--- src/rtl/audio_pkg.sv ---
// rtl/audio_pkg.sv - shared types and widths for the flash audio playback path
package audio_pkg;

  localparam int ADDR_W   = 23;
  localparam int DATA_W   = 32;
  localparam int SAMPLE_W = 16;

  localparam logic [ADDR_W-1:0] MAX_WORD_ADDR = 23'h7FFFF;

  typedef enum logic [2:0] {
    IDLE,
    REQ,
    WAIT_DATA,
    EMIT_FIRST,
    HOLD,
    EMIT_SECOND,
    ADVANCE
  } reader_state_t;

  typedef enum logic [1:0] {
    M_IDLE,
    M_REQ,
    M_WAIT
  } master_state_t;

endpackage

--- src/rtl/avalon_read_master.sv ---
// rtl/avalon_read_master.sv - single-word Avalon-MM read with start/done handshake
// FLASH_TIMEOUT_EN adds a REQ+WAIT cycle limit that completes the read with zero data.
module avalon_read_master
  import audio_pkg::*;
#(
  parameter int ADDR_W = audio_pkg::ADDR_W,
  parameter int DATA_W = audio_pkg::DATA_W
`ifdef FLASH_TIMEOUT_EN
  ,
  parameter int TIMEOUT_CYCLES = 1023
`endif
) (
  input  logic              clk_i,
  input  logic              reset_i,
  input  logic              start_i,
  input  logic [ADDR_W-1:0] addr_i,
  input  logic              waitrequest_i,
  input  logic              readdatavalid_i,
  input  logic [DATA_W-1:0] readdata_i,
  output logic              read_o,
  output logic [ADDR_W-1:0] address_o,
  output logic              accept_o,
  output logic              done_o,
  output logic [DATA_W-1:0] data_o
`ifdef FLASH_TIMEOUT_EN
  ,
  output logic              timeout_o
`endif
);

  master_state_t     state_q, state_d;
  logic [ADDR_W-1:0] addr_q;
  logic [DATA_W-1:0] data_q;
  logic              data_hit;
  logic              timeout_hit;

  // Only M_WAIT listens to readdatavalid, so a stale beat after reset is ignored.
  assign data_hit = (state_q == M_WAIT) && readdatavalid_i;

`ifdef FLASH_TIMEOUT_EN
  localparam int CNT_W = (TIMEOUT_CYCLES > 1) ? $clog2(TIMEOUT_CYCLES) : 1;
  logic [CNT_W-1:0] cnt_q;

  always_ff @(posedge clk_i) begin
    if (reset_i || start_i) begin
      cnt_q <= '0;
    end else if (state_q != M_IDLE) begin
      cnt_q <= cnt_q + CNT_W'(1);
    end
  end

  assign timeout_hit = (state_q != M_IDLE) && !data_hit &&
                       (cnt_q == CNT_W'(TIMEOUT_CYCLES - 1));
  assign timeout_o   = timeout_hit;
`else
  assign timeout_hit = 1'b0;
`endif

  always_ff @(posedge clk_i) begin
    if (reset_i) begin
      state_q <= M_IDLE;
    end else begin
      state_q <= state_d;
    end
  end

  always_comb begin
    state_d = state_q;
    case (state_q)
      M_IDLE:  if (start_i) state_d = M_REQ;
      M_REQ: begin
        if (timeout_hit)   state_d = M_IDLE;
        else if (accept_o) state_d = M_WAIT;
      end
      M_WAIT:  if (data_hit || timeout_hit) state_d = M_IDLE;
      default: state_d = M_IDLE;
    endcase
  end

  assign read_o    = (state_q == M_REQ) && !timeout_hit;
  assign accept_o  = read_o && !waitrequest_i;
  assign done_o    = data_hit || timeout_hit;
  assign address_o = addr_q;
  assign data_o    = data_q;

  always_ff @(posedge clk_i) begin
    if (reset_i) begin
      addr_q <= '0;
      data_q <= '0;
    end else begin
      if (start_i) addr_q <= addr_i;
      if (data_hit) begin
        data_q <= readdata_i;
      end else if (timeout_hit) begin
        data_q <= '0;
      end
    end
  end

endmodule

--- src/rtl/flash_sample_reader.sv ---
// rtl/flash_sample_reader.sv - turns flash words into two audio samples per word on sample ticks
// FLASH_TIMEOUT_EN enables the read timeout and the sticky flash_timeout port.
module flash_sample_reader
  import audio_pkg::*;
#(
  parameter int ADDR_W   = audio_pkg::ADDR_W,
  parameter int DATA_W   = audio_pkg::DATA_W,
  parameter int SAMPLE_W = audio_pkg::SAMPLE_W
`ifdef FLASH_TIMEOUT_EN
  ,
  parameter int TIMEOUT_CYCLES = 1023
`endif
) (
  input  logic                clk,
  input  logic                reset,
  input  logic                play,
  input  logic                direction,
  input  logic                sample_tick,
  input  logic [ADDR_W-1:0]   word_addr,
  output logic                flash_read,
  output logic [ADDR_W-1:0]   flash_address,
  input  logic                flash_waitrequest,
  input  logic                flash_readdatavalid,
  input  logic [DATA_W-1:0]   flash_readdata,
  output logic [SAMPLE_W-1:0] audio_data,
  output logic                audio_valid,
  output logic                addr_advance,
  output logic                overrun
`ifdef FLASH_TIMEOUT_EN
  ,
  output logic                flash_timeout
`endif
);

  reader_state_t       state_q, state_d;
  logic                rd_start, rd_accept, rd_done, rd_timeout;
  logic [DATA_W-1:0]   rd_data;
  logic [SAMPLE_W-1:0] lo_half, hi_half, audio_data_q;
  logic                dir_q, pending_q, overrun_q, cancel_q, audio_valid_q;
  logic                trigger, emit_first, emit_second, tick_busy;

  assign trigger   = play && (sample_tick || pending_q);
  assign lo_half   = rd_data[SAMPLE_W-1:0];
  assign hi_half   = rd_data[DATA_W-1:SAMPLE_W];
  assign tick_busy = (state_q != IDLE) && (state_q != HOLD);

  avalon_read_master #(
    .ADDR_W (ADDR_W),
    .DATA_W (DATA_W)
`ifdef FLASH_TIMEOUT_EN
    ,
    .TIMEOUT_CYCLES (TIMEOUT_CYCLES)
`endif
  ) u_master (
    .clk_i           (clk),
    .reset_i         (reset),
    .start_i         (rd_start),
    .addr_i          (word_addr),
    .waitrequest_i   (flash_waitrequest),
    .readdatavalid_i (flash_readdatavalid),
    .readdata_i      (flash_readdata),
    .read_o          (flash_read),
    .address_o       (flash_address),
    .accept_o        (rd_accept),
    .done_o          (rd_done),
    .data_o          (rd_data)
`ifdef FLASH_TIMEOUT_EN
    ,
    .timeout_o       (rd_timeout)
`endif
  );

`ifdef FLASH_TIMEOUT_EN
  logic flash_timeout_q;
  always_ff @(posedge clk) begin
    if (reset) begin
      flash_timeout_q <= 1'b0;
    end else if (rd_timeout) begin
      flash_timeout_q <= 1'b1;
    end
  end
  assign flash_timeout = flash_timeout_q;
`else
  assign rd_timeout = 1'b0;
`endif

  always_ff @(posedge clk) begin
    if (reset) begin
      state_q <= IDLE;
    end else begin
      state_q <= state_d;
    end
  end

  always_comb begin
    state_d = state_q;
    case (state_q)
      IDLE: if (trigger) state_d = REQ;
      REQ, WAIT_DATA: begin
        // A stopped read still completes on the bus; its data is simply not played.
        if (rd_done) begin
          if (cancel_q || !play) state_d = IDLE;
          else if (rd_timeout)   state_d = EMIT_SECOND;
          else                   state_d = EMIT_FIRST;
        end else if ((state_q == REQ) && rd_accept) begin
          state_d = WAIT_DATA;
        end
      end
      EMIT_FIRST: state_d = HOLD;
      HOLD: begin
        if (!play)                           state_d = IDLE;
        else if (sample_tick || pending_q)   state_d = EMIT_SECOND;
      end
      EMIT_SECOND: state_d = ADVANCE;
      ADVANCE:     state_d = IDLE;
      default:     state_d = IDLE;
    endcase
  end

  always_comb begin
    rd_start     = 1'b0;
    emit_first   = 1'b0;
    emit_second  = 1'b0;
    addr_advance = 1'b0;
    case (state_q)
      IDLE:        rd_start     = trigger;
      EMIT_FIRST:  emit_first   = 1'b1;
      EMIT_SECOND: emit_second  = 1'b1;
      ADVANCE:     addr_advance = 1'b1;
      default:     ;
    endcase
  end

  always_ff @(posedge clk) begin
    if (reset) begin
      dir_q         <= 1'b0;
      pending_q     <= 1'b0;
      overrun_q     <= 1'b0;
      cancel_q      <= 1'b0;
      audio_data_q  <= '0;
      audio_valid_q <= 1'b0;
    end else begin
      audio_valid_q <= emit_first || emit_second;
      if (emit_first)  audio_data_q <= dir_q ? lo_half : hi_half;
      if (emit_second) audio_data_q <= dir_q ? hi_half : lo_half;
      if (rd_start)    dir_q <= direction;

      if (rd_start) begin
        cancel_q <= 1'b0;
      end else if (((state_q == REQ) || (state_q == WAIT_DATA)) && !play) begin
        cancel_q <= 1'b1;
      end

      // One-deep tick queue; IDLE/HOLD consume it, a simultaneous tick re-arms it.
      if (!play) begin
        pending_q <= 1'b0;
      end else if (!tick_busy) begin
        pending_q <= pending_q && sample_tick;
      end else if (sample_tick) begin
        if (pending_q) overrun_q <= 1'b1;
        else           pending_q <= 1'b1;
      end
    end
  end

  assign audio_data  = audio_data_q;
  assign audio_valid = audio_valid_q;
  assign overrun     = overrun_q;

endmodule

--- config.mk ---
export PLATFORM = sky130hd
export DESIGN_NAME = flash_sample_reader
export DESIGN_NICKNAME = d
export VERILOG_FILES = /design/src/rtl/audio_pkg.sv /design/src/rtl/avalon_read_master.sv /design/src/rtl/flash_sample_reader.sv
export SDC_FILE = /design/constraint.sdc
export NUM_CORES = 1
export LEC_CHECK = 0
export BUFFER_PORTS_ARGS = -buffer_cell sky130_fd_sc_hd__buf_2
export CAP_MARGIN = 15
export CORE_ASPECT_RATIO = 0.75
export CORE_MARGIN = 2
export CORE_UTILIZATION = 55
export DETAILED_ROUTE_END_ITERATION = 8
export PLACE_DENSITY = 0.85
export SYNTH_ARGS = -nofsm -noshare
export SYNTH_HDL_FRONTEND = slang
export SYNTH_HIERARCHICAL = 1
export SYNTH_SLANG_ARGS = --single-unit
--- constraint.sdc ---
create_clock -name clk -period 4.4 [get_ports clk]
set_input_delay 0.66 -clock clk [delete_from_list [all_inputs] [get_ports clk]]
set_output_delay 0.66 -clock clk [all_outputs]
set_load 0.03 [all_outputs]
# [Yosys cells after proc, flatten, opt, wreduce, memory -nomap -nowiden]
# Index checks and enable logic that the tools add are counted.
[totals] regBits=81 in_bits=62 out_inout_bits=43 elab_cells=71
[classes] n_eq_ne=16 mux=21 bitwise_logic=1 n_reduce_logical=23
[op_table] cell="$mux 16" n=4
[op_table] cell="$mux 3" n=5
[op_table] cell="$pmux 3 s5" n=1
[op_table] cell="$ne 2x2->1 const B" n=5
[op_table] cell="$eq 3x3->1 const B" n=3
[op_table] cell="$ne 3x3->1 const B" n=3
[op_table] cell="$mux 2" n=4
[op_table] cell="$logic_and 1x1->1" n=7
[op_table] cell="$eq 3x2->1 const B" n=2
[op_table] cell="$mux 1" n=6
[op_table] cell="$pmux 2 s3" n=1
[op_table] cell="$reduce_and 3->1" n=2
[op_table] cell="$reduce_or 2->1" n=3
[op_table] cell="$logic_or 1x1->1" n=4
[op_table] cell="$reduce_and 4->1" n=1
[op_table] cell="$eq 3x1->1 const B" n=1
[op_table] cell="$logic_not 3->1" n=1
[op_table] cell="$reduce_bool 3->1" n=1
[op_table] cell="$eq 2x1->1 const B" n=1
[op_table] cell="$eq 2x2->1 const B" n=1
[op_table] cell="$logic_not 1->1" n=2
[op_table] cell="$logic_not 2->1" n=1
[op_table] cell="$reduce_bool 2->1" n=1
[op_table] cell="$not 1->1" n=1

# [Longest topological paths before layout]
[depth] depth_word=6 mapped_depth=7 mapped_depth_nobuf=5

# [By module]
# The synthesis kept the hierarchy.
[by_module_without_submodules] mod="avalon_read_master" n_inst=1 cells_per_inst=223 area_per_inst_um2=2371.0 seq_area_each_um2=1141.1
[by_module_without_submodules] mod="flash_sample_reader" n_inst=1 cells_per_inst=121 area_per_inst_um2=1152.4 seq_area_each_um2=480.5

# [Worst setup path after synthesis]
# OpenSTA, ideal clock, no wires.
[synth_path] kind="input to register" start="input port flash_readdatavalid" end="register, netlist name state_q[0]" setup_time_ns=0.078 arrival_ns=1.868 t_required_ns=4.322 path_slack_ns=2.454 path_stages=7 path_buffers=2 cell_sequence="and3b_1 > buf_6 > buf_12 > nand3b_1 > maj3_1 > o221a_2 > nor3_1"
[synth_rtl] item="start: declaration" line="flash_sample_reader.sv:23" source="input logic flash_readdatavalid,"

==> metrics.md <==
| Metric | Value |
|---|---|
| Status | `complete, no violations` |
| Post-DP Area | `0.00398 sq mm` |
| Synth Warn # | `6` |
| Critical path required time | `3740 ps` |
| Core Rows | `25` |
| Initial antenna violation count | `0` |
| Met3 wire len | `406 microns` |
| Tmin final | `2140 ps` |
| First-pass GRT wire length | `11.2 mm` |
| Clock sinks | `81` |
| Met1 Wirelength | `3.29 mm` |
| Crit path max-delay family | `flip-flops` |
| Clock Root Buffer | `clkbuf_8` |
| Largest net degree at the start of global routing | `66` |
| Via count of the routed design | `2,597` |
| Post-DP HPWL | `4.89 mm` |
| Cell variety after synth | `35` |
| Vias in the first global route | `2,474` |
| VDD IR max | `0.000206 V` |
| Final wirelength | `7.19 mm` |
| Main synth FF type | `dfxtp_1` |
| Area growth syn-to-layout | `19.0%` |
| Chip height | `73.3 microns` |
| Final nets | `500` |
| First-pass DRT Iterations | `4` |
| Post-synth top cells | `dfxtp_1 (81), mux2i_1 (73), nand2b_1 (66)` |
| Max clock buf depth | `2` |
| Hold depth | `2` |
| Post-CTS Resized | `0` |
| Starting Density | `0.563` |
| N_diodes | `0` |
| Max Fclk | `468 MHz` |
| Clk pin slew, worst setup/hold paths | `80 ps` |
| Register area | `0.00162 sq mm` |
| Met2 WL | `3.45 mm` |
| Core Region | `0.00626 sq mm` |
| Flops & latches, synth | `81` |
| Fillers | `504` |
| Drt drc | `0` |
| Place WS | `2110 ps` |
| Routed vias/inst | `4.96` |
| Period utilization | `0.486` |
| I/O pin total | `105` |
| Count leader, synth | `dfxtp_1` |
| Max cap viols | `0` |
| Synth async-reset ratio | `0` |
| Full die area | `0.00707 sq mm` |
| Hold Path Class | `reg -> reg` |
| Worst slew pin tran | `727 ps` |
| Die span in x | `96.4 microns` |
| Number of synthesized flops with an enable pin | `0` |
| Gr ovfl total | `0` |
| CTS tree | `built` |
| Launch point of the worst reg-to-reg path | `state_q[0]` |
| Mapped Cells | `344` |
| Yosys top cell area share | `0.460` |
| Setup WS post-layout | `2260 ps` |
| GRT Util Overall | `0.206` |
| Buf/Inv on CP | `1` |
| Area taken by multi-input logic gates | `0.00171 sq mm` |
| Worst skew pair latency | `350 ps` |
| Lkg Pwr | `1.87 nW` |
| Num CTS Buffers | `9` |
| Design area | `0.00419 sq mm` |
| Slew headroom | `0.514` |
| CP endpoint kind | `primary output` |
| Setup violators final | `0` |
| Mapped Nets | `406` |
| Crit path DAT | `1480 ps` |
| Gpl congestion | `0.774` |
| HP Start | `audio_data[14]` |
| Critical path class | `reg -> out` |
| Final ANT Viol Nets | `0` |
| Setup Buffers After CTS | `0` |
| Clk_skew | `13.1 ps` |
| Fin. max-slew vios | `0` |
| Share of cells above drive strength 1 | `0.293` |
| R2R cell count | `4` |
| Levels on crit path | `3` |
| Syn_area_per_cell | `10.2 sq um` |
| CP max stage delay | `670 ps` |
| IO Port Bufs | `104` |
| PwrDens | `428 mW/mm^2` |
| Ranking of synthesized cells by area | `dfxtp_1 (46%), mux2i_1 (21%), nand2b_1 (12%)` |
| Worst-path maximum fanout | `13` |
| Sequential share of the synthesized area | `0.460` |
| Final Hold Viols | `0` |
| Wire per inst | `13.7 microns` |
| Max H-tree Level | `3` |
| Top Metal Used | `met4` |
| Max stage delay cell, worst path | `dfxtp_1` |
| CP Launch Point | `state_q[0]` |
| Critical path launch point type | `flop` |
| RSZ-0062 raised after global routing | `false` |
| Critical Path, Cell by Cell | `nor2b_1 > and2_1 > buf_2` |
| Hold_buf cts | `0` |
| First DRT Iteration DRCs | `130` |
| Post-synth design cell area | `0.00352 sq mm` |
| Synth area leader | `dfxtp_1` |
| Setup TNS | `0 ps` |
-- metrics by stage --
stage | std cells | hold slack (ps) | power (W) | utilization
2_1_floorplan | 344 | 448 | 0.00117 | -
3_3_place_gp | 507 | 435 | 0.00124 | 0.636
3_5_place_dp | 507 | 449 | 0.00126 | 0.636
4_1_cts | 523 | 461 | 0.00181 | 0.669
5_1_grt | 524 | 472 | 0.00188 | 0.670
6_report | 524 | 457 | 0.00179 | 0.670
-- power breakdown --
| part | leakage (nW) | internal [W] | switching [W] |
|---|---|---|---|
| combinational | 1.11 | 0.000176 | 0.000221 |
| sequential | 0.656 | 0.000785 | 0.0000587 |
| clock | 0.100 | 0.000282 | 0.000270 |
-- cell families (layout without fill, tap and decap cells) --
logic type,count (synthesis),in the layout,share of synthesized area
buf+inv,27,126,0.0579
flops,81,81,0.460
xor+xnor,3,3,0.0149
fa+ha+maj,2,2,0.00568
compound gates,27,27,0.0447
simple gates,131,131,0.209
mux,73,73,0.207
-- layout by cell type (no fill, tap or decap), types with 2 or more instances in the layout --
cell      instances
o21ai_0           8
nor3b_1           3
maj3_1            2
buf_2           104
dfxtp_1          81
nor3_1            3
or2_1             2
a41oi_1           2
nor2b_1           2
mux2i_1          73
buf_4             4
inv_1             2
a21oi_1           4
o21ai_1          10
nand2_1          17
nand2b_1         66
nand3b_1          2
clkinv_4          2
nor2_1           29
clkbuf_8         10
-- tightest hold or removal path: stages (launching register included) --
cell and delay, ps:
dfxtp_1 320, nand2_1 50, o21ai_1 50
-- sequential cells by signal, indices dropped and copies added (netlist names) --
signal	flops
overrun	1
pending_q	1
u_master/state_q	2
cancel_q	1
u_master/address_o	23
audio_valid	1
u_master/data_o	32
state_q	3
audio_data	16
dir_q	1
-- path summary, 6_finish.rpt --
path	end	slack, ps
max	addr_advance	2260
min	audio_data[14]	460
max reg2reg	audio_data[3]	2420
min reg2reg	audio_data[14]	460
-- routing by layer --
layer  vias to the layer above  GRT usage
li1                       1332          -
met1                      1191      0.261
met2                        68      0.339
met3                         6     0.0677
met4                         0     0.0595
met5                         -          0
-- cell type report --
type,count,area share
Tap cell,81,0.0242
Timing Repair Buffer,108,0.131
Clock buffer,11,0.0337
Inverter,2,0.00179
Clock inverter,5,0.0152
Multi-Input combinational cell,236,0.407
Sequential cell,81,0.387
No activity file was read; power rests on OpenSTA's default activity.
